`src/rtl/lsu_pkg.sv`:
```
// Shared types and helpers for the load/store memory master.
// Latency: none (types, constants and pure functions only).
// Backpressure: not applicable.
//
// Contents: size encodings, FSM state enum, byte-enable constants,
// misalignment test and RAM piece-count function.
package lsu_pkg;

  typedef enum logic [1:0] {
    SZ_BYTE = 2'b00,
    SZ_HALF = 2'b01,
    SZ_WORD = 2'b10,
    SZ_RSVD = 2'b11
  } size_e;

  typedef enum logic [1:0] {
    IDLE  = 2'b00,
    ISSUE = 2'b01,
    DONE  = 2'b10
  } state_e;

  // The only byte-enable patterns the RAM is ever given.
  localparam logic [3:0] BE_NONE = 4'b0000;
  localparam logic [3:0] BE_B0   = 4'b0001;
  localparam logic [3:0] BE_B1   = 4'b0010;
  localparam logic [3:0] BE_B2   = 4'b0100;
  localparam logic [3:0] BE_B3   = 4'b1000;
  localparam logic [3:0] BE_H0   = 4'b0011;
  localparam logic [3:0] BE_H1   = 4'b1100;
  localparam logic [3:0] BE_W    = 4'b1111;

  // Half with odd address, or word not on a 4-byte boundary.
  function automatic logic is_misaligned(input size_e size, input logic [1:0] ofs);
    logic m;
    case (size)
      SZ_HALF: m = ofs[0];
      SZ_WORD: m = (ofs != 2'b00);
      default: m = 1'b0;
    endcase
    return m;
  endfunction

  // Number of RAM accesses a request needs. Misaligned stores go out as
  // single bytes; misaligned loads always span exactly two words.
  function automatic logic [2:0] piece_cnt(input logic we, input size_e size,
                                           input logic [1:0] ofs);
    logic [2:0] n;
    if (!is_misaligned(size, ofs)) n = 3'd1;
    else if (!we)                  n = 3'd2;
    else if (size == SZ_WORD)      n = 3'd4;
    else                           n = 3'd2;
    return n;
  endfunction

  function automatic logic [3:0] be_onehot(input logic [1:0] lane);
    logic [3:0] be;
    case (lane)
      2'd0:    be = BE_B0;
      2'd1:    be = BE_B1;
      2'd2:    be = BE_B2;
      default: be = BE_B3;
    endcase
    return be;
  endfunction

endpackage

```
`src/rtl/lsu_mem_master_if.sv`:
```
// CPU request/response and RAM bus bundle for the load/store master.
// Latency: none (wires only).
// Backpressure: req_ready gates the CPU side; mem_ack stalls the RAM side.
//
// modport master: the load/store unit (drives req_ready, resp_*, mem_* outputs).
// modport slave : the environment (CPU + RAM) driving the opposite directions.
interface lsu_mem_master_if #(
  parameter int AW = 8
);
  logic          req_valid;
  logic          req_ready;
  logic          req_we;
  logic [1:0]    req_size;
  logic          req_uns;
  logic [31:0]   req_addr;
  logic [31:0]   req_wdata;

  logic          resp_valid;
  logic [31:0]   resp_rdata;
  logic          resp_err;

  logic          mem_req;
  logic          mem_we;
  logic [AW-1:0] mem_adr;
  logic [3:0]    mem_be;
  logic [31:0]   mem_din;
  logic [31:0]   mem_dout;
  logic          mem_ack;

  modport master (
    input  req_valid, req_we, req_size, req_uns, req_addr, req_wdata,
    input  mem_dout, mem_ack,
    output req_ready, resp_valid, resp_rdata, resp_err,
    output mem_req, mem_we, mem_adr, mem_be, mem_din
  );

  modport slave (
    output req_valid, req_we, req_size, req_uns, req_addr, req_wdata,
    output mem_dout, mem_ack,
    input  req_ready, resp_valid, resp_rdata, resp_err,
    input  mem_req, mem_we, mem_adr, mem_be, mem_din
  );
endinterface

```
`src/rtl/lsu_ld_ext.sv`:
```
// Load data selection: picks the addressed byte/half/word out of a merged window and extends it.
// Latency: combinational.
// Backpressure: none.
//
// Ports: win  - 64-bit window {hi_word, lo_word} (hi is zero for single-word reads)
//        ofs  - byte offset of the load inside lo_word
//        size - access size; reserved size yields 0
//        uns  - 1 zero-extends, 0 sign-extends
//        data - right-justified extended result
module lsu_ld_ext
  import lsu_pkg::*;
(
  input  logic [63:0] win,
  input  logic [1:0]  ofs,
  input  size_e       size,
  input  logic        uns,
  output logic [31:0] data
);

  logic [31:0] sel;
  logic        unused_win_top;

  // Offset 3 plus four bytes reaches byte 6 at most, so the top byte is dead.
  assign unused_win_top = ^win[63:56];

  always_comb begin
    sel = win[31:0];
    case (ofs)
      2'd0: sel = win[31:0];
      2'd1: sel = win[39:8];
      2'd2: sel = win[47:16];
      2'd3: sel = win[55:24];
      default: sel = win[31:0];
    endcase
  end

  always_comb begin
    data = '0;
    case (size)
      SZ_BYTE: data = {{24{~uns & sel[7]}},  sel[7:0]};
      SZ_HALF: data = {{16{~uns & sel[15]}}, sel[15:0]};
      SZ_WORD: data = sel;
      default: data = '0;
    endcase
  end

endmodule

```
`src/rtl/lsu_mem_master.sv`:
```
// Load/store initiator: one CPU access in, legal byte-enabled word accesses out to the data RAM.
// Latency: accept -> ISSUE next cycle -> resp_valid one cycle after the last acked piece (2 cycles aligned, ack tied 1).
// Backpressure: req_ready only in IDLE; each piece holds mem_* stable until mem_ack.
//
// Ports: clk - clock; clr - async active-high reset;
//        bus - lsu_mem_master_if.master (req_* in, resp_* out, mem_* to/from the RAM).
module lsu_mem_master
  import lsu_pkg::*;
#(
  parameter int AW = 8
) (
  input  logic           clk,
  input  logic           clr,
  lsu_mem_master_if.master bus
);

  state_e        state, state_nx;

  logic          we_q;
  logic          uns_q;
  logic          err_q;
  size_e         size_q;
  logic [AW+1:0] addr_q;
  logic [31:0]   wdata_q;
  logic [31:0]   lo_q;
  logic [31:0]   rdata_q;
  logic [1:0]    piece;

  logic          mis;
  logic [2:0]    n_pieces;
  logic          last;
  logic          issuing;
  logic [AW+1:0] byte_pc;
  logic [AW-1:0] word_ld;
  logic [7:0]    wbyte;
  logic [3:0]    be_c;
  logic [31:0]   din_c;
  logic [63:0]   win;
  logic [31:0]   ld_data;
  logic          unused_addr_hi;

  // Only bits [AW+1:0] of the byte address reach the RAM.
  assign unused_addr_hi = ^bus.req_addr[31:AW+2];

  assign mis      = is_misaligned(size_q, addr_q[1:0]);
  assign n_pieces = piece_cnt(we_q, size_q, addr_q[1:0]);
  assign last     = ({1'b0, piece} == (n_pieces - 3'd1));
  assign issuing  = (state == ISSUE);

  // ---------------------------------------------------------------- FSM
  always_ff @(posedge clk or posedge clr) begin
    if (clr) state <= IDLE;
    else     state <= state_nx;
  end

  always_comb begin
    state_nx = state;
    case (state)
      IDLE: begin
        if (bus.req_valid)
          state_nx = (size_e'(bus.req_size) == SZ_RSVD) ? DONE : ISSUE;
      end
      ISSUE: begin
        if (bus.mem_ack && last) state_nx = DONE;
      end
      DONE:    state_nx = IDLE;
      default: state_nx = IDLE;
    endcase
  end

  // ------------------------------------------------------ request latch
  always_ff @(posedge clk or posedge clr) begin
    if (clr) begin
      we_q    <= 1'b0;
      uns_q   <= 1'b0;
      err_q   <= 1'b0;
      size_q  <= SZ_BYTE;
      addr_q  <= '0;
      wdata_q <= '0;
      lo_q    <= '0;
      rdata_q <= '0;
      piece   <= '0;
    end else begin
      case (state)
        IDLE: begin
          if (bus.req_valid) begin
            we_q    <= bus.req_we;
            uns_q   <= bus.req_uns;
            size_q  <= size_e'(bus.req_size);
            addr_q  <= bus.req_addr[AW+1:0];
            wdata_q <= bus.req_wdata;
            err_q   <= (size_e'(bus.req_size) == SZ_RSVD);
            lo_q    <= '0;
            rdata_q <= '0;
            piece   <= '0;
          end
        end
        ISSUE: begin
          if (bus.mem_ack) begin
            // First read of a split load is the low word of the merge window.
            if (!we_q && (piece == 2'd0)) lo_q <= bus.mem_dout;
            if (!last)      piece   <= piece + 2'd1;
            else if (!we_q) rdata_q <= ld_data;
          end
        end
        default: ;
      endcase
    end
  end

  // ------------------------------------------------- address generation
  // Split stores walk byte addresses, so the word index follows the carry
  // out of the byte offset. Split loads simply step to the next word.
  // Both wrap naturally at the top of the AW-bit word space.
  assign byte_pc = addr_q + {{AW{1'b0}}, piece};
  assign word_ld = addr_q[AW+1:2] + {{(AW-2){1'b0}}, piece};

  always_comb begin
    wbyte = wdata_q[7:0];
    case (piece)
      2'd0: wbyte = wdata_q[7:0];
      2'd1: wbyte = wdata_q[15:8];
      2'd2: wbyte = wdata_q[23:16];
      2'd3: wbyte = wdata_q[31:24];
      default: wbyte = wdata_q[7:0];
    endcase
  end

  always_comb begin
    be_c  = BE_NONE;
    din_c = '0;
    if (we_q) begin
      if (mis) begin
        be_c  = be_onehot(byte_pc[1:0]);
        din_c = {24'h0, wbyte};
      end else begin
        case (size_q)
          SZ_BYTE: be_c = be_onehot(addr_q[1:0]);
          SZ_HALF: be_c = addr_q[1] ? BE_H1 : BE_H0;
          default: be_c = BE_W;
        endcase
        din_c = wdata_q;
      end
    end
  end

  // ------------------------------------------------------- load merging
  assign win = mis ? {bus.mem_dout, lo_q} : {32'h0, bus.mem_dout};

  lsu_ld_ext u_ld_ext (
    .win  (win),
    .ofs  (addr_q[1:0]),
    .size (size_q),
    .uns  (uns_q),
    .data (ld_data)
  );

  // ------------------------------------------------------------ outputs
  // All mem_* derive from state only, so an async clear drops mem_req at once.
  assign bus.req_ready  = (state == IDLE);
  assign bus.mem_req    = issuing;
  assign bus.mem_we     = issuing & we_q;
  assign bus.mem_adr    = issuing ? (we_q ? byte_pc[AW+1:2] : word_ld) : '0;
  assign bus.mem_be     = issuing ? be_c  : BE_NONE;
  assign bus.mem_din    = issuing ? din_c : '0;
  assign bus.resp_valid = (state == DONE);
  assign bus.resp_rdata = (state == DONE) ? rdata_q : '0;
  assign bus.resp_err   = (state == DONE) & err_q;

endmodule

```
`src/flat_wrapper.sv`:
```
// flat-port wrapper written by rule: the top's interface ports become plain ports
module lsu_mem_master_flat import lsu_pkg::*;
#(
  parameter int AW = 8
)
  (clk, clr, bus_req_valid, bus_req_we, bus_req_size, bus_req_uns, bus_req_addr, bus_req_wdata, bus_mem_dout, bus_mem_ack, bus_req_ready, bus_resp_valid, bus_resp_rdata, bus_resp_err, bus_mem_req, bus_mem_we, bus_mem_adr, bus_mem_be, bus_mem_din);
  lsu_mem_master_if #(.AW(AW)) bus_i ();
  input  logic clk;
  input  logic clr;
  input wire logic [$bits(bus_i.req_valid)-1:0] bus_req_valid;
  input wire logic [$bits(bus_i.req_we)-1:0] bus_req_we;
  input wire logic [$bits(bus_i.req_size)-1:0] bus_req_size;
  input wire logic [$bits(bus_i.req_uns)-1:0] bus_req_uns;
  input wire logic [$bits(bus_i.req_addr)-1:0] bus_req_addr;
  input wire logic [$bits(bus_i.req_wdata)-1:0] bus_req_wdata;
  input wire logic [$bits(bus_i.mem_dout)-1:0] bus_mem_dout;
  input wire logic [$bits(bus_i.mem_ack)-1:0] bus_mem_ack;
  output wire logic [$bits(bus_i.req_ready)-1:0] bus_req_ready;
  output wire logic [$bits(bus_i.resp_valid)-1:0] bus_resp_valid;
  output wire logic [$bits(bus_i.resp_rdata)-1:0] bus_resp_rdata;
  output wire logic [$bits(bus_i.resp_err)-1:0] bus_resp_err;
  output wire logic [$bits(bus_i.mem_req)-1:0] bus_mem_req;
  output wire logic [$bits(bus_i.mem_we)-1:0] bus_mem_we;
  output wire logic [$bits(bus_i.mem_adr)-1:0] bus_mem_adr;
  output wire logic [$bits(bus_i.mem_be)-1:0] bus_mem_be;
  output wire logic [$bits(bus_i.mem_din)-1:0] bus_mem_din;
  assign bus_i.req_valid = bus_req_valid;
  assign bus_i.req_we = bus_req_we;
  assign bus_i.req_size = bus_req_size;
  assign bus_i.req_uns = bus_req_uns;
  assign bus_i.req_addr = bus_req_addr;
  assign bus_i.req_wdata = bus_req_wdata;
  assign bus_i.mem_dout = bus_mem_dout;
  assign bus_i.mem_ack = bus_mem_ack;
  assign bus_req_ready = bus_i.req_ready;
  assign bus_resp_valid = bus_i.resp_valid;
  assign bus_resp_rdata = bus_i.resp_rdata;
  assign bus_resp_err = bus_i.resp_err;
  assign bus_mem_req = bus_i.mem_req;
  assign bus_mem_we = bus_i.mem_we;
  assign bus_mem_adr = bus_i.mem_adr;
  assign bus_mem_be = bus_i.mem_be;
  assign bus_mem_din = bus_i.mem_din;
  lsu_mem_master #(.AW(AW)) u_core (.clk(clk), .clr(clr), .bus(bus_i));
endmodule
```
`config.mk`:
```
export PLATFORM = sky130hd
export DESIGN_NAME = lsu_mem_master_flat
export DESIGN_NICKNAME = d
export VERILOG_FILES = /design/src/rtl/lsu_pkg.sv /design/src/rtl/lsu_mem_master_if.sv /design/src/rtl/lsu_ld_ext.sv /design/src/rtl/lsu_mem_master.sv /design/src/flat_wrapper.sv
export SDC_FILE = /design/constraint.sdc
export NUM_CORES = 1
export LEC_CHECK = 0
export BUFFER_PORTS_ARGS = -buffer_cell sky130_fd_sc_hd__buf_2
export CAP_MARGIN = 15
export CELL_PAD_IN_SITES_DETAIL_PLACEMENT = 0
export CELL_PAD_IN_SITES_GLOBAL_PLACEMENT = 2
export CORE_MARGIN = 3
export CORE_UTILIZATION = 35
export CTS_BUF_LIST = sky130_fd_sc_hd__clkbuf_4 sky130_fd_sc_hd__clkbuf_8
export CTS_CLUSTER_SIZE = 30
export DETAILED_ROUTE_END_ITERATION = 8
export PLACE_DENSITY_LB_ADDON = 0.1
export SYNTH_ARGS = -nofsm -noshare
export SYNTH_HDL_FRONTEND = slang
export SYNTH_SLANG_ARGS = --single-unit
```
`constraint.sdc`:
```
create_clock -name clk -period 7.5 [get_ports clk]
set_input_delay 0.375 -clock clk [delete_from_list [all_inputs] [get_ports clk]]
set_output_delay 0.375 -clock clk [all_outputs]
set_load 0.02 [all_outputs]
```
Yosys cells after proc, flatten, opt, wreduce, memory -nomap -nowiden
Cells that the tools add are included.

Register bits after elaboration: 115.

Add/subtract/negate cells: 4. Equality and inequality tests: 21. Muxes and demuxes: 37. Bitwise logic cells: 5. Reduce and logical (&&, ||, !) cells: 15.

Operators by type and width (number): 32-bit 2-to-1 mux (10); 32-bit case mux with 2 select lines (2); 32-bit case mux with 4 select lines (1); 32-bit case mux with 3 select lines (1); 56-bit 2-to-1 mux (1); 8-bit case mux with 4 select lines (1); 4-bit case mux with 3 select lines (2); 2-bit equality test, second input constant (8); 4-bit 2-to-1 mux (4); 8-bit 2-to-1 mux (2); 2-bit 2-to-1 mux (6); 2-bit inequality test, second input constant (6); 10-bit by 2-bit adder with 10-bit output (1); 2-bit by 1-bit equality test with 1-bit output, second input constant (5); 2-bit logical NOT (5); 3-bit 2-to-1 mux (3); 8-bit by 2-bit adder with 8-bit output (1); 2-bit case mux with 2 select lines (2); 4-bit case mux with 2 select lines (1); 4-bit AND reduction (2); 5-bit AND reduction (1); 1-bit bitwise AND (4); 2-bit AND reduction (2); 2-bit nonzero test (2); other kinds (8) (9).

Depth between registers and ports, before layout
Gate-level depths: netlist of run 1.

Depth in word-level cells: 10. Mapped depth: 11. Gate-level depth less buffers: 8.

Modules after synthesis
From an unflattened synthesis of run 1, not the netlist that was laid out.

Cell total of the unflattened synthesis: 956. Area total of the unflattened synthesis: 8192.9 um^2.

Modules (own cells, without submodules): lsu_mem_master (instances 1, cells an instance 846, area each 6974.2 um^2); lsu_ld_ext (instances 1, cells an instance 110, area each 1218.7 um^2).

Worst setup path after synthesis of run 1
OpenSTA, ideal clock, no wires.

Path type: register to output. From: register u_core.size_q[0]. To: output port bus_mem_be[0]. Arrival: 2.523 ns. Setup slack: 4.602 ns. Cell stages (with the launch flop): 10. Path buffers: 3. Cells stage by stage: dfrtp_1 inv_1 ha_1 buf_6 o211a_1 nor2_4 buf_2 clkbuf_1 nor2_1 a311oi_1.

Longest elaborated chain between the ends: 5. Elaborated cells on any way between the ends: 8. Those cells by class: eq/ne (2); mux (5); reduce/logical (1).

RTL lines: start, declared (RTL line lsu_mem_master.sv:22) `size_e size_q;`; start signal, assigned (RTL line lsu_mem_master.sv:89) `size_q <= size_e'(bus.req_size);`; 2-bit by 1-bit equality test with 1-bit output (tied with other cells) (RTL line lsu_pkg.sv:35, lsu_mem_master.sv:137); 4-bit case mux with 2 select lines / 1-bit case mux with 2 select lines (equally long branches) (RTL line lsu_mem_master.sv:137, lsu_pkg.sv:35); 4-bit 2-to-1 mux * (RTL line lsu_mem_master.sv:133) `if (mis) begin`; 4-bit 2-to-1 mux * (RTL line lsu_mem_master.sv:132) `if (we_q) begin`; 4-bit 2-to-1 mux * (RTL line lsu_mem_master.sv:164) `assign bus.mem_be = issuing ? be_c : BE_NONE;`; end, declared (RTL line flat_wrapper.sv:25) `output wire logic [$bits(bus_i.mem_be)-1:0] bus_mem_be;`.

Mark *: on every way between the ends. The rest lies on a longest branch, timed or not.

Worst setup path after layout of run 1
From: register u_core.state[1]. To: output port bus_mem_din[10].

Longest elaborated chain between the ends: 2.

RTL lines: start, declared (RTL line lsu_mem_master.sv:17) `state_e state, state_nx;`; start signal, assigned (RTL line lsu_mem_master.sv:53) `else state <= state_nx;`; 2-bit by 1-bit equality test with 1-bit output (RTL line lsu_mem_master.sv:48) `assign issuing = (state == ISSUE);`; 32-bit 2-to-1 mux (RTL line lsu_mem_master.sv:165) `assign bus.mem_din = issuing ? din_c : '0;`; end, declared (RTL line flat_wrapper.sv:26) `output wire logic [$bits(bus_i.mem_din)-1:0] bus_mem_din;`.

Every way passes these cells.

==> results of run 1 <==
[area by class of cell]
type,count,share of cell area
multi-input combinational,545,0.474
sequential,107,0.345
timing repair buffer,168,0.110
tap,229,0.0369
clock buffer,10,0.0169
clock inverter,6,0.00902
inverter,16,0.00805
[flip-flops by register name, indices dropped and copies added, names as in the netlist]
signal,flops
u_core.rdata_q,32
u_core.wdata_q,32
u_core.lo_q,24
u_core.addr_q,10
u_core.piece,2
u_core.size_q,2
u_core.state,2
u_core.err_q,1
u_core.uns_q,1
u_core.we_q,1
[power groups by stage]
stage               Sequential (mW)  Clock, mW  Combinational, mW
floorplan                     0.967          0               1.43
global placement               1.05          0               1.85
detailed placement             1.07          0               1.88
CTS                            1.05      0.398               1.88
global route                   1.09      0.419               2.07
finish                         1.05      0.381               1.88
[metrics by stage]
stage / cell area, um2 / std cells / hold WS (ps)
finish: 7770 / 1081 / 89.8
global placement: 7570 / 1065 / 462
detailed placement: 7570 / 1065 / 472
CTS: 7770 / 1081 / 91.3
global route: 7770 / 1081 / 134
floorplan: 6650 / 726 / 442
[cell families (layout without fill, tap and decap cells)]
group,after synthesis,after routing,share of synthesized area
compound gates,194,194,0.195
flops,107,107,0.402
mux,78,78,0.132
xor+xnor,6,6,0.00790
buf+inv,74,200,0.0465
fa+ha+maj,17,17,0.0342
simple gates,250,250,0.182
[routing by layer]
metal | track usage | vias to the layer above | routed length, um
li1 | - | 2863 | -
met1 | 0.314 | 2937 | 10600
met2 | 0.298 | 197 | 9200
met3 | 0.0236 | 16 | 1230
met4 | 0.0560 | 0 | 287
met5 | 0 | - | 0
[worst paths after layout]
path	start	end	slack, ps	cells after the start
max	u_core.state[1]	bus_mem_din[10]	2580	7
min	clr	u_core.rdata_q[28]	90	2
max reg2reg	u_core.state[1]	u_core.addr_q[2]	3870	6
min reg2reg	u_core.rdata_q[6]	u_core.rdata_q[6]	490	2
max in group asynchronous	clr	u_core.addr_q[1]	6140	3
min in group clk	bus_req_addr[0]	u_core.addr_q[0]	200	3
[layout by cell type (no fill, tap or decap), types with 7 or more instances in the layout]
cell type	instances
dfrtp_1	106
clkbuf_8	9
nand2_1	89
ha_1	15
o211ai_1	12
a31oi_1	7
mux2i_1	31
and3_1	34
nor2_1	53
buf_2	162
nor2b_1	9
mux2_2	43
nor3_1	7
o21ai_0	53
and2_1	26
a211oi_1	18
nand3_1	10
inv_1	15
a221o_1	13
a222oi_1	8
a21oi_1	38
==> results by group, run 1 <==
Final layout
  – Final net count: between 900 and 1000
  – Multi-input gate area: between 3000 and 4000 um2
  – Filler Cell Count: about 1900
  – Area delta synth->final: 16.8%
  – Diode count: 0
  – Final core utilization: 0.424
  – Reg area: approximately 2700 um2
  – Share of post-route cells with drive strength above 1: 0.285

Synthesis
  – #FFs+latches synth: around 110
  – Post-Synthesis Cells: approximately 730
  – Cell with the most instances after synthesis: dfrtp_1
  – Post-synth EDFFs: 0
  – Post-synth top area share: 0.402
  – Syn Area/Cell: 9.16 um2
  – Synth area leader: dfrtp_1
  – Post-synth top flop: dfrtp_1
  – Netlist Area Pre-Place: roughly 6700 um2
  – Synth top area cells: dfrtp_1 40%, mux2_2 7.3%, nand2_1 5.0%
  – Seq/Total Area, Yosys: 0.402
  – Netlist cell types: 60
  – Yosys warns: 0
  – Post-synth top cells: 107 x dfrtp_1, 89 x nand2_1, 54 x nor2_1
  – Asr flop ratio synth: 1.00
  – Post-Synthesis Net Count: 847

CTS
  – CTS tree: yes
  – Post-CTS Resized: 0
  – Clock root cell: clkbuf_8
  – Max Root-Sink Buffers: 2
  – H-tree depth: 3
  – Reg clk slew, reported paths: 110 ps
  – # Post-CTS Setup Buffers: 0
  – Hold Buf Count CTS: 0
  – # clock sinks: 107
  – Later-pin clock latency in the skew report: just under 400 ps
  – CTS Buf Count: 9

Timing
  – Setup violations, final: 0
  – Period minus WS final: slightly below 5000 ps
  – Setup TNS: 0 ps
  – FMAX: approximately 200 MHz
  – Slew headroom: 0.220
  – Final Hold Viols: 0
  – Worst setup margin: 2580 ps
  – Worst slew pin tran: 1160 ps
  – Crit share post-route: 0.656
  – RSZ-0062 raised after global routing: no
  – Clock skew: approximately 12 ps
  – Count of pins over their slew limit: 0

Job
  – Max_cap viols: 0

GRT
  – Global-route wire length before repair: between 30000 and 40000 um
  – Overflow after GRT: 0
  – Antenna violations before repair: 0
  – Largest net degree at the start of global routing: 67
  – GRT Resource Usage Total: 0.203
  – Vias in the first global route: roughly 5700

Routing
  – Post-route ant nets: 0
  – First drt pass iteration count: 6
  – WL/cell: between 15 and 20 um
  – # DRC: 0
  – 1st-iter DRT viols: between 300 and 400
  – Final wirelength: between 20000 and 25000 um
  – Vias/cell: about 5.6
  – Total number of vias: roughly 6000

Worst setup path
  – WP data arrival: 4550 ps
  – Startpoint types: flop
  – WS Path Type: reg -> out
  – Worst path required time: 7120 ps
  – Crit-path cells: inv_1 -> nand2_1 -> inv_1 -> nand2_1 -> nor2_1 -> and2_1 -> buf_2
  – Largest delay share family, worst path: simple AND/OR/NAND/NOR gates
  – Worst-path fanout max: 39
  – Crit-path max cell delay: 920 ps
  – WP buf/inv: 3
  – Setup crit end kind: primary output
  – Slowest stage cell, crit path: nor2_1

Power
  – PwrDens: approximately 430 nW/um2
  – Leak: ~3.9 nW
  – Sw frac: 0.488
  – Switch Pwr: about 1.6 mW
  – Total Power: about 3.3 mW
  – Comb pwr share: 0.568
  – Flop pwr share: 0.317
  – Int Pwr: between 1.5 and 2 mW
  – Clock power frac: 0.115
  – VDD IR max: around 0.00022 V

Placement
  – GPL Wtd Cong: roughly 0.86
  – I/O Buffers: approximately 160
  – Pre-CTS setup slack: about 2900 ps
  – Dpl hpwl: ~16000 um

Floorplanning
  – Core ar.: about 18000 um2
  – Initial core utilization: 0.363
  – Row count: 49
  – Die Wd: about 140 um
  – Die H: between 100 and 150 um
  – # IOs: 185
  – DIE AREA: around 21000 um2

Worst hold path
  – Hold Crit Class: in -> async

Outcome
  – Status: complete, no violations
Power figures use the tool's default switching activity.
==> run 2, diff against run 1 <==
- ABC_AREA: default -> 1
- CORE_UTILIZATION: 35 -> 30
- clock period: 7.5 -> 5.1 ns (I/O delays scaled with it)
==> run 2 against run 1 <==
Routed wire length up 11%. Sequential share of layout area down 2.9 points. Non-clock buffer count up 4. Total power rose by 55%. Clock power rose by 56%. Setup slack worse by 980 ps. Critical path type unchanged. Critical endpoint is now bus_mem_be[3].
==> results by group, run 2 <==
GRT
  – Antenna violations before repair: 3 (+3)
  – Overflow after GRT: 0 (unchanged)
  – Vias in the first global route: 7110 (+26%)
  – Largest net degree at the start of global routing: 66 (-1.5%)
  – GRT Resource Usage Total: 0.183 (-0.0194)
  – Global-route wire length before repair: 38300 um (+17%)

Floorplanning
  – Row count: 56 (+14%)
  – Core ar.: 23700 um2 (+29%)
  – DIE AREA: 26200 um2 (+26%)
  – Die Wd: 162 um (+12%)
  – # IOs: 185 (unchanged)
  – Initial core utilization: 0.307 (-0.0554)
  – Die H: 162 um (+12%)

Synthesis
  – Syn Area/Cell: 6.97 um2 (-24%)
  – Asr flop ratio synth: 1.00 (unchanged)
  – Post-Synthesis Cells: 1045 (+44%)
  – Post-synth top flop: dfrtp_1
  – Netlist cell types: 38 (-37%)
  – Post-synth top area share: 0.368 (-0.0348)
  – Synth area leader: dfrtp_1
  – Post-synth top cells: 275 x nand2_1, 140 x inv_1, 114 x nor2_1
  – Seq/Total Area, Yosys: 0.368 (-0.0348)
  – #FFs+latches synth: 107 (unchanged)
  – Cell with the most instances after synthesis: nand2_1
  – Synth top area cells: dfrtp_1 37%, nand2_1 14%, inv_1 7.2%
  – Post-synth EDFFs: 0 (unchanged)
  – Netlist Area Pre-Place: 7280 um2 (+9.5%)
  – Post-Synthesis Net Count: 1166 (+38%)
  – Yosys warns: 0 (unchanged)

Power
  – Leak: 4.53 nW (+17%)
  – VDD IR max: 0.000455 V (+110%)
  – Total Power: 5.12 mW (+55%)
  – PwrDens: 605 nW/um2 (+42%)

Timing
  – Final Hold Viols: 0 (unchanged)
  – Setup TNS: 0 ps (unchanged)
  – Clock skew: 12.0 ps (+0.502 ps)
  – FMAX: 286 MHz
  – Crit share post-route: 0.686
  – Slew headroom: 0.269 (+0.0489)
  – Period minus WS final: approximately 3500 ps
  – RSZ-0062 raised after global routing: no
  – Count of pins over their slew limit: 0 (unchanged)
  – Setup violations, final: 0 (unchanged)
  – Worst slew pin tran: 1090 ps (-65.8 ps)

Outcome
  – Status: complete, no violations

Placement
  – I/O Buffers: 162 (unchanged)
  – GPL Wtd Cong: 0.792 (-7.8%)
  – Dpl hpwl: 17100 um (+9.5%)
  – Dpl cells: 1469 (+38%)

CTS
  – Hold Buf Count CTS: 1 (+1)
  – Post-CTS Resized: 0 (unchanged)
  – H-tree depth: 3 (unchanged)
  – Clock root cell: clkbuf_8
  – Max Root-Sink Buffers: 2 (unchanged)
  – Later-pin clock latency in the skew report: 400 ps (about the same)
  – CTS tree: yes
  – CTS Buf Count: 9 (unchanged)
  – # Post-CTS Setup Buffers: 0 (unchanged)
  – # clock sinks: 107 (unchanged)
  – Reg clk slew, reported paths: 130 ps (+20 ps)

Worst setup path
  – Startpoint types: flop
  – Reg2reg path depth: 12 (+6)
  – Critical R2R Capture: u_core.rdata_q[5]
  – Worst r2r src: u_core.addr_q[1]
  – WS Path Type: reg -> out
  – WP data arrival: 3240 ps (-1310 ps)
  – Worst-path fanout max: 36 (-7.7%)
  – Worst path required time: 4850 ps (-2270 ps)
  – Setup crit end kind: primary output
  – R2R Setup Slk: 1630 ps (-2240 ps)

Final layout
  – Final instance count without filler cells: 1487 (+38%)
  – Share of post-route cells with drive strength above 1: 0.215 (-0.0703)
  – Most frequent cells in the layout: 274 x nand2_1, 162 x buf_2, 139 x inv_1
  – Final net count: 1284 (+33%)
  – Area delta synth->final: 16.3%
  – Diode count: 0 (unchanged)
  – Biggest regs: u_core.rdata_q (32), u_core.wdata_q (32), u_core.lo_q (24)
  – Commonest non-fill, non-tap cell in the layout: nand2_1

Routing
  – First drt pass iteration count: 5 (-1)
  – Post-route ant nets: 0 (unchanged)
  – 1st-iter DRT viols: 328 (-6.6%)
  – # DRC: 0 (unchanged)
  – Final wirelength: 23700 um (+11%)
  – WL/cell: 15.9 um (-19%)
  – Vias/cell: 4.72 (-15%)
  – Total number of vias: 7022 (+17%)

Job
  – Max_cap viols: 0 (unchanged)

Worst hold path
  – Hold Crit Class: in -> reg
  – Hold endpoint: u_core.wdata_q[20]
  – Hold path cells: 2
  – Worst Min Path Start: bus_req_wdata[20]
-- run 2: critical path: stages (launching register included) --
cell       delay [ps]
dfrtp_1           670
nor2_4            520
nor2_8             90
nand2_4           390
inv_2             350
a2111oi_0         480
nor3_1            130
buf_2             210
-- run 2: kinds of logic after synthesis --
group / synth area share
simple gates: 0.306
buf+inv: 0.120
mux: 0.0448
fa+ha+maj: 0.0313
xor+xnor: 0.00241
flops: 0.368
compound gates: 0.128
-- run 2: worst max-delay path by stage --
stage | startpoint | end
floorplan | clr | u_core.addr_q[0]
global placement | u_core.addr_q[1] | u_core.rdata_q[1]
detailed placement | u_core.addr_q[1] | u_core.rdata_q[1]
CTS | u_core.addr_q[1] | u_core.rdata_q[5]
global route | u_core.addr_q[1] | u_core.rdata_q[3]
finish | u_core.addr_q[1] | bus_mem_be[3]
-- run 2: power breakdown --
part | leakage [nW] | switching (mW) | total (mW) | internal [mW]
logic | 3.06 | 2.10 | 3.05 | 0.954
clock network | 0.103 | 0.353 | 0.593 | 0.240
registers | 1.36 | 0.278 | 1.48 | 1.20
-- run 2: cell type report --
class | instances | area [um2]
flip-flops and latches | 107 | 2680
repair buffers | 172 | 888
fillers | 2772 | 15200
inverters | 144 | 543
clock buffers | 9 | 124
clock inverters | 7 | 92.6
well taps | 319 | 399
multi-input cells | 729 | 3740
-- run 2: stage by stage --
stage	utilization	hold slack [ps]	area [um2]	setup WS [ps]
floorplan	-	402	7280	2030
global placement	0.348	435	8230	1470
detailed placement	0.348	429	8230	1530
CTS	0.357	45.6	8460	1490
global route	0.358	49.1	8470	1140
finish	0.358	66.4	8470	1600
-- run 2: per-layer routing --
metal	wire length [um]	global-route usage
met5	41	0
met3	978	0.0332
met2	12000	0.329
met1	10200	0.227
met4	393	0.0458
==> run 3, diff against run 2 <==
- clock period: 5.1 -> 3.41 ns (I/O delays scaled with it)
==> run 3 against run 2 <==
Via count grew 1.8%. Cell count grew 3.4%. Flip-flop and latch count is the same. Critical path depth grew 2. Setup slack lost 1300 ps. First-iteration DRC count shrank 5.8%. Clock skew grew 16 ps. Hold slack lost 55 ps. Total power grew 52%. Core utilization grew 2.1 points. Critical path type unchanged. Critical endpoint is now bus_mem_din[0]. Largest power group unchanged. Highest routed layer unchanged.
==> results by group, run 3 (synthesis gave the netlist of run 2 again) <==
GRT
  – Overflow after GRT: 0 (unchanged)
  – GRT Resource Usage Total: 0.182 (-0.00121)
  – Global-route wire length before repair: 38200 um (-0.22%)
  – Vias in the first global route: 7308 (+2.8%)
  – Antenna violations before repair: 1 (-2)
  – Largest net degree at the start of global routing: 66 (unchanged)

Worst setup path
  – Worst-path fanout max: 21 (-42%)
  – WS Path Type: reg -> out
  – R2R Setup Slk: 710 ps (-920 ps)
  – Critical R2R Capture: u_core.rdata_q[21]
  – Worst path required time: 3240 ps (-1610 ps)
  – Crit path from: u_core.size_q[0]
  – Setup crit end kind: primary output
  – Startpoint types: flop
  – CP Capture Point: bus_mem_din[0]
  – Reg2reg path depth: 14 (+2)
  – WP data arrival: 2910 ps (-330 ps)
  – Worst r2r src: u_core.size_q[0]

Timing
  – RSZ-0062 raised after global routing: no
  – Final Hold Viols: 0 (unchanged)
  – Setup violations, final: 0 (unchanged)
  – Count of pins over their slew limit: 0 (unchanged)
  – Worst setup margin: 325 ps (-1280 ps)
  – Setup TNS: 0 ps (unchanged)
  – Worst slew pin tran: 1090 ps (-0.495 ps)
  – Period minus WS final: roughly 3100 ps
  – Clock skew: 27.5 ps (+15.5 ps)
  – Slew headroom: 0.269 (+0.000330)
  – Crit share post-route: 0.905
  – FMAX: roughly 320 MHz

Floorplanning
  – Core ar.: 23700 um2 (unchanged)
  – Initial core utilization: 0.307 (unchanged)
  – Die Wd: 162 um (unchanged)
  – # IOs: 185 (unchanged)
  – Die H: 162 um (unchanged)
  – Row count: 56 (unchanged)
  – DIE AREA: 26200 um2 (unchanged)

Routing
  – # DRC: 0 (unchanged)
  – WL/cell: 15.3 um (-3.5%)
  – 1st-iter DRT viols: 309 (-5.8%)
  – Vias/cell: 4.65 (-1.6%)
  – First drt pass iteration count: 4 (-1)
  – Final wirelength: 23600 um (-0.20%)
  – Post-route ant nets: 0 (unchanged)
  – Total number of vias: 7149 (+1.8%)

CTS
  – CTS tree: yes
  – # clock sinks: 107 (unchanged)
  – Clock root cell: clkbuf_8
  – H-tree depth: 3 (unchanged)
  – CTS Buf Count: 9 (unchanged)
  – Reg clk slew, reported paths: 140 ps (about the same)
  – Max Root-Sink Buffers: 2 (unchanged)
  – Later-pin clock latency in the skew report: 420 ps (+20 ps)
  – # Post-CTS Setup Buffers: 0 (unchanged)
  – Hold Buf Count CTS: 43 (+42)
  – Post-CTS Resized: 0 (unchanged)

Outcome
  – Status: complete, no violations

Final layout
  – Filler Cell Count: 2710 (-2.2%)
  – Share of post-route cells with drive strength above 1: 0.213 (-0.00161)
  – Biggest regs: u_core.rdata_q (32), u_core.wdata_q (32), u_core.lo_q (24)
  – Diode count: 0 (unchanged)
  – Area delta synth->final: 23.2%
  – Multi-input gate area: 3740 um2 (unchanged)
  – Reg area: 2680 um2 (unchanged)
  – Final core utilization: 0.379 (+0.0214)
  – Most frequent cells in the layout: 274 x nand2_1, 162 x buf_2, 139 x inv_1
  – Commonest non-fill, non-tap cell in the layout: nand2_1
  – Final net count: 1335 (+4.0%)

Power
  – Comb pwr share: 0.607 (+0.011)
  – Flop pwr share: 0.277 (-0.011)
  – Int Pwr: 3.65 mW (+52%)
  – Clock power frac: 0.116 (about the same)
  – Sw frac: 0.531 (-0.00196)
  – Leak: 4.76 nW (+5.2%)
  – PwrDens: 866 nW/um2 (+43%)
  – VDD IR max: 0.000803 V (+76%)
  – Switch Pwr: 4.13 mW (+51%)

Placement
  – Dpl hpwl: 17500 um (+1.8%)
  – Pre-CTS setup slack: 728 ps (-805 ps)
  – I/O Buffers: 162 (unchanged)
  – GPL Wtd Cong: 0.791 (-0.15%)

Job
  – Max_cap viols: 0 (unchanged)

Worst hold path
  – Hold Crit Class: in -> reg
run 3: layer usage:
layer / global-route usage / routed length (um)
met1: 0.222 / 10200
met2: 0.335 / 12200
met3: 0.0311 / 827
met4: 0.0427 / 332
met5: 0 / 13
run 3: worst min-delay path by stage:
stage | startpoint | endpoint | slack, ps | cells after the start
final | bus_mem_dout[27] | u_core.lo_q[27] | 10 | 3
after global routing | bus_req_size[1] | u_core.size_q[1] | 8 | 3
after CTS | bus_mem_dout[27] | u_core.lo_q[27] | 2 | 3
after global placement | clr | u_core.addr_q[6] | 220 | 2
after floorplan | bus_mem_dout[10] | u_core.lo_q[10] | 320 | 2
after detailed placement | clr | u_core.addr_q[6] | 220 | 2
run 3: final cells by class:
| cell class | instances | area share |
|---|---|---|
| Timing Repair Buffer | 223 | 0.155 |
| Clock buffer | 9 | 0.0138 |
| Clock inverter | 7 | 0.0110 |
| Tap cell | 319 | 0.0445 |
| Multi-Input combinational cell | 729 | 0.417 |
| Inverter | 144 | 0.0605 |
| Sequential cell | 107 | 0.298 |
run 3: power groups by stage:
stage	logic [mW]	clock network [mW]	registers [mW]
4_1_cts	4.82	0.933	2.16
2_1_floorplan	3.56	0	2.09
3_5_place_dp	4.76	0	2.19
6_report	4.72	0.898	2.16
3_3_place_gp	4.78	0	2.18
5_1_grt	5.38	0.974	2.24
run 3: critical path, stage by stage (launching register included):
cell and delay (ps):
dfrtp_1 440, inv_1 130, ha_1 260, inv_1 80, nand2_1 250, nand2_4 290, or2_2 520, a211oi_1 240
a211oi_1 70, buf_2 200
run 3: stage by stage:
stage	std cells	area (um2)	total power [mW]	hold WS, ps
finish	1538	8970	7.77	11.7
global route	1538	8970	8.60	7.56
CTS	1538	8970	7.92	1.96
detailed placement	1479	8320	6.95	222
global placement	1479	8320	6.96	224
floorplan	1045	7280	5.65	317
